===== config.mk =====
export PLATFORM = sky130hd
export DESIGN_NAME = mcp_capture_multi
export DESIGN_NICKNAME = d
export VERILOG_FILES = /design/src/rtl/mcp_pkg.sv /design/src/rtl/mcp_capture_multi_if.sv /design/src/rtl/mcp_capture_chan.sv /design/src/rtl/mcp_capture_multi.sv
export SDC_FILE = /design/constraint.sdc
export NUM_CORES = 1
export LEC_CHECK = 0
export CAP_MARGIN = 20
export CORE_ASPECT_RATIO = 1.2
export CORE_MARGIN = 2
export CORE_UTILIZATION = 35
export CTS_BUF_LIST = sky130_fd_sc_hd__clkbuf_8
export CTS_CLUSTER_SIZE = 12
export DETAILED_ROUTE_END_ITERATION = 8
export GPL_ROUTABILITY_DRIVEN = 0
export HOLD_SLACK_MARGIN = 0.02
export PLACE_DENSITY = 0.67
export SLEW_MARGIN = 15
export SYNTH_ARGS = -nofsm -noshare
export SYNTH_HDL_FRONTEND = slang
export SYNTH_SLANG_ARGS = --single-unit
export TNS_END_PERCENT = 1

===== constraint.sdc =====
create_clock -name c_clk -period 11.7 [get_ports c_clk]
set_clock_uncertainty 0.05 [all_clocks]
set_input_delay 2.34 -clock c_clk [delete_from_list [all_inputs] [get_ports c_clk]]
set_output_delay 2.34 -clock c_clk [all_outputs]
set_load 0.1 [all_outputs]

===== src/rtl/mcp_pkg.sv =====
// Shared types for the multi-channel multi-cycle-path capture block.
// Handshake mode selector and per-channel FSM state encoding.
package mcp_pkg;

    typedef enum logic {
        MCP_LEVEL  = 1'b0,
        MCP_TOGGLE = 1'b1
    } mcp_mode_e;

    typedef enum logic [1:0] {
        ST_IDLE = 2'd0,
        ST_HOLD = 2'd1,
        ST_ACK  = 2'd2
    } mcp_state_e;

endpackage


===== src/rtl/mcp_capture_multi_if.sv =====
// Launch/consumer-side bundle for N channels of W-bit captured data.
// master = launch domain + consumer, slave = capture logic.
interface mcp_capture_multi_if #(
    parameter int W = 32,
    parameter int N = 4
);
    logic [N*W-1:0] l_dat;
    logic [N-1:0]   l_vld;
    logic [N-1:0]   ack;
    logic [N-1:0]   out_vld;
    logic [N-1:0]   out_rdy;
    logic [N*W-1:0] out_dat;

    modport master (
        output l_dat, l_vld, out_rdy,
        input  ack, out_vld, out_dat
    );

    modport slave (
        input  l_dat, l_vld, out_rdy,
        output ack, out_vld, out_dat
    );
endinterface


===== src/rtl/mcp_capture_chan.sv =====
// One capture channel: request synchroniser, IDLE/HOLD/ACK FSM, data register.
// Valid rises SYNC_STAGES+1 edges after the request; holds until out_rdy.
module mcp_capture_chan
    import mcp_pkg::*;
#(
    parameter int        W           = 32,
    parameter int        SYNC_STAGES = 2,
    parameter mcp_mode_e MODE        = MCP_LEVEL
) (
    input  logic                c_clk,
    input  logic                c_rst,
    mcp_capture_multi_if.slave  bus
);

    logic [SYNC_STAGES-1:0] r_sync;
    logic                   w_req_s;
    logic                   w_new_req;
    mcp_state_e             r_state;
    logic                   r_last;
    logic                   r_ack;
    logic                   r_vld;
    logic [W-1:0]           r_dat;

    always_ff @(posedge c_clk or posedge c_rst) begin
        if (c_rst) r_sync <= '0;
        else       r_sync <= {r_sync[SYNC_STAGES-2:0], bus.l_vld[0]};
    end

    assign w_req_s   = r_sync[SYNC_STAGES-1];
    assign w_new_req = (MODE == MCP_TOGGLE) ? (w_req_s != r_last) : w_req_s;

    always_ff @(posedge c_clk or posedge c_rst) begin
        if (c_rst) begin
            r_state <= ST_IDLE;
            r_ack   <= 1'b0;
            r_vld   <= 1'b0;
            r_dat   <= '0;
            r_last  <= 1'b0;
        end else begin
            case (r_state)
                ST_IDLE: begin
                    if (w_new_req) begin
                        r_dat   <= bus.l_dat;
                        r_vld   <= 1'b1;
                        r_state <= ST_HOLD;
                        if (MODE == MCP_TOGGLE) r_last <= w_req_s;
                    end
                end
                ST_HOLD: begin
                    // Ack is raised (or flipped) on the acceptance edge itself.
                    if (bus.out_rdy[0]) begin
                        r_vld   <= 1'b0;
                        r_state <= ST_ACK;
                        r_ack   <= (MODE == MCP_TOGGLE) ? ~r_ack : 1'b1;
                    end
                end
                ST_ACK: begin
                    if (MODE == MCP_TOGGLE) begin
                        r_state <= ST_IDLE;
                    end else if (!w_req_s) begin
                        r_ack   <= 1'b0;
                        r_state <= ST_IDLE;
                    end
                end
                default: r_state <= ST_IDLE;
            endcase
        end
    end

    assign bus.ack[0]     = r_ack;
    assign bus.out_vld[0] = r_vld;
    assign bus.out_dat    = r_dat;

`ifndef SYNTHESIS
    // The launch side must not move its request while this channel is busy.
    always @(posedge c_clk) begin
        if (!c_rst) begin
            if (MODE == MCP_TOGGLE && r_state != ST_IDLE)
                assert (w_req_s == r_last) else $error("mcp_capture_chan: toggle request changed while busy");
            if (MODE == MCP_LEVEL && r_state == ST_HOLD)
                assert (w_req_s) else $error("mcp_capture_chan: level request dropped before acknowledge");
        end
    end
`endif

endmodule


===== src/rtl/mcp_capture_multi.sv =====
// N independent multi-cycle-path capture channels sharing one capture clock.
// Per channel: valid SYNC_STAGES+1 edges after request; holds data under backpressure.
module mcp_capture_multi
    import mcp_pkg::*;
#(
    parameter int        W           = 32,
    parameter int        N           = 4,
    parameter int        SYNC_STAGES = 2,
    parameter mcp_mode_e MODE        = MCP_LEVEL
) (
    input  logic         c_clk,
    input  logic         c_rst,
    input  logic [N*W-1:0] sync_l_out_r,
    input  logic [N-1:0]   sync_l_out_valid_r,
    output logic [N-1:0]   sync_c_ack_r,
    output logic [N-1:0]   c_out_valid_r,
    input  logic [N-1:0]   c_out_ready,
    output logic [N*W-1:0] c_out_r
);

    if (SYNC_STAGES < 2 || N < 1 || W < 1) begin : g_bad_param
        $error("mcp_capture_multi: need SYNC_STAGES>=2, N>=1, W>=1");
    end

    for (genvar i = 0; i < N; i++) begin : g_chan
        mcp_capture_multi_if #(.W(W), .N(1)) w_ch ();

        assign w_ch.l_dat   = sync_l_out_r[i*W +: W];
        assign w_ch.l_vld   = sync_l_out_valid_r[i];
        assign w_ch.out_rdy = c_out_ready[i];

        assign sync_c_ack_r[i]   = w_ch.ack[0];
        assign c_out_valid_r[i]  = w_ch.out_vld[0];
        assign c_out_r[i*W +: W] = w_ch.out_dat;

        mcp_capture_chan #(
            .W           (W),
            .SYNC_STAGES (SYNC_STAGES),
            .MODE        (MODE)
        ) u_chan (
            .c_clk (c_clk),
            .c_rst (c_rst),
            .bus   (w_ch.slave)
        );
    end

endmodule


==> flow_metrics.env <==
export IMPL_status="completed"
export IMPL_drive_gt1_share_pct=25.4
export IMPL_routed_wirelength_um=14000
export IMPL_clk_latency_ps=430
export IMPL_regArea_um2=3800
export IMPL_cts_root_buf="clkbuf_8"
export IMPL_synth_common_cells="dfrtp_1 (152), mux2_2 (116), o21ai_0 (15)"
export IMPL_place_ws_ps=7170
export IMPL_grtUsageMet3_pct=6.49
export IMPL_htree_levels=4
export IMPL_synth_edf_count=0
export IMPL_cpLargestDelayFamily="buffers and inverters"
export IMPL_cp_start_kind="register"
export IMPL_critPathArrivalTime_ps=1970
export IMPL_synthTopCellsByArea="dfrtp_1 (66%), mux2_2 (22%), mux2_4 (2.6%)"
export IMPL_synth_most_common_cell="dfrtp_1"
export IMPL_synthCells=357
export IMPL_synth_seq_cells=152
export IMPL_n_antenna_cell=0
export IMPL_hold_violations=0
export IMPL_crit_chain="clkdlybuf4s50_1"
export IMPL_vias_per_cell=4.57
export IMPL_tritoncts="yes"
export IMPL_slowest_stage="clkdlybuf4s50_1"
export IMPL_synth_distinct_cells=16
export IMPL_grt_start_max_net_pins=87
export IMPL_synthToLayoutAreaGrowth_pct=56.4
export IMPL_critPathMaxFanout=3
export IMPL_globalRouteMet1Util_pct=16.7
export IMPL_synth_ff_type="dfrtp_1"
export IMPL_async_flop_share_pct=100
export IMPL_achievable_frequency_ghz=0.229
export IMPL_first_pass_iters=4
export IMPL_worstPathRequired_ps=9310
export IMPL_fill_cells=1341
export IMPL_core_area_um2=16200
export IMPL_hold_buffers=0
export IMPL_num_vias=3915
export IMPL_detail_route_antenna_nets=0
export IMPL_gr_total_overflow=0
export IMPL_gr_usage_all_layers_pct=16.1
export IMPL_grt_pass1_wl_um=22100
export IMPL_setup_viol=0
export IMPL_min_path_type="register to register"
export IMPL_grt_use_met2_pct=28.3
export IMPL_final_setup_worst_slack_ps=7340
export IMPL_die_h_um=145
export IMPL_setup_tns_ps=0
export IMPL_grt_busiest_layer="met2"
export IMPL_first_iter_violations=141
export IMPL_numCtsBuffers=17
export IMPL_antenna_found_initial=0
export IMPL_final_min_clock_period_ps=4360
export IMPL_avgSynthCellArea_um2=16.3
export IMPL_path_class="register to output pin"
export IMPL_first_global_vias=4370
export IMPL_postCtsSetupRepairBufs=0
export IMPL_drc=0
export IMPL_path_clk_slew_ps=70
export IMPL_cts_num_sinks=152
export IMPL_routedWlPerCell_um=16.3
export IMPL_cp_slowest_stage_delay_ps=1160
export IMPL_ys_warn_count=0
export IMPL_cts_resized=0
export IMPL_netlist_area_um2=5810
export IMPL_relSlewSlack_pct=30.7
export IMPL_pin_count=274
export IMPL_hpwl_um=10500
export IMPL_multi_input_area_um2=1770
export IMPL_die_x_um=122
export IMPL_tightest_slew_ps=1040
export IMPL_end_kind="output pin"
export IMPL_final_nets=772
export IMPL_num_rows=51
export IMPL_grt_setup_unrepaired="no"
export IMPL_io_buffers=273
export IMPL_synth_fp_nets=495
export IMPL_synth_top_area_cell="dfrtp_1"
export IMPL_synth_yosys_seq_area_share_pct=65.5
export IMPL_dieArea_um2=17600
export IMPL_cap_violations=0
export IMPL_netlist_area_leader_share_pct=65.5
export IMPL_finalMaxSlewViolations=0
export IMPL_period_share_pct=37.3
export IMPL_start_util_pct=35.8
export IMPL_crit_buf_inv=1
export IMPL_clock_path_buffers=2
routing by layer:
| metal | share of wire (%) | up-vias |
|---|---|---|
| met2 | 51 | 194 |
| met3 | 9.3 | 29 |
| met4 | 3.1 | 0 |
| met1 | 36 | 1907 |
| li1 | - | 1785 |
| met5 | 0 | - |
layout make-up:
class,count,area share [%]
clock buffer,20,3.03
clock inverter,10,1.68
inverter,9,0.427
multi-input combinational,176,19.5
sequential,152,41.9
tap,212,2.92
timing repair buffer,278,30.5
final timing paths:
path,from,end,slack (ps),cells past startpoint
max,g_chan[1].u_chan.bus.out_vld,c_out_valid_r[1],7340,1
min,g_chan[3].u_chan.r_sync[0],g_chan[3].u_chan.r_sync[1],300,0
max reg2reg,g_chan[1].u_chan.r_state[1],g_chan[1].u_chan.bus.out_dat[28],9640,3
min reg2reg,g_chan[3].u_chan.r_sync[0],g_chan[3].u_chan.r_sync[1],300,0
max in group asynchronous,c_rst,g_chan[2].u_chan.bus.out_dat[2],8020,3
min in group asynchronous,c_rst,g_chan[2].u_chan.bus.out_dat[23],2350,2
metrics by stage:
step | utilization (%) | cells | area (um2) | hold WS [ps]
4_1_cts | 56.0 | 857 | 9080 | 309
3_3_place_gp | 53.4 | 827 | 8650 | 282
3_5_place_dp | 53.4 | 827 | 8650 | 287
5_1_grt | 56.0 | 857 | 9080 | 318
6_report | 56.0 | 857 | 9080 | 303
2_1_floorplan | - | 357 | 5810 | 281
flip-flops by register name, summed over array words and instances (netlist names):
| name | flops |
|---|---|
| g_chan.u_chan.bus.out_dat | 128 |
| g_chan.u_chan.r_state | 8 |
| g_chan.u_chan.r_sync | 8 |
| g_chan.u_chan.bus.ack | 4 |
| g_chan.u_chan.bus.out_vld | 4 |
cells by family after synthesis:
kind of cell / share of synthesized area [%]
AOI/OAI and AO/OA: 2.43
and+or+nand+nor: 2.65
buffers and inverters: 3.94
DFF: 65.5
muxes: 25.5
cells in the final DEF (no fill, tap or decap):
master	synthesis	layout
clkinvlp_4	0	2
nand3b_1	1	1
mux2_1	2	2
a211oi_1	3	3
buf_4	8	4
o21ai_0	15	15
mux2_2	116	116
buf_6	12	1
nor2_1	4	4
mux2_4	10	10
clkinv_2	0	2
dfrtp_1	152	152
clkdlybuf4s50_1	0	273
nor2b_1	3	3
inv_1	9	10
bufinv_16	0	4
inv_6	0	1
nor3b_4	4	4
o22ai_1	3	3
a21oi_1	5	5
clkbuf_8	0	20
nand2_1	10	10
Power is not shown: default switching activity piles up to over one toggle a cycle in this logic, so the estimate is an artifact.
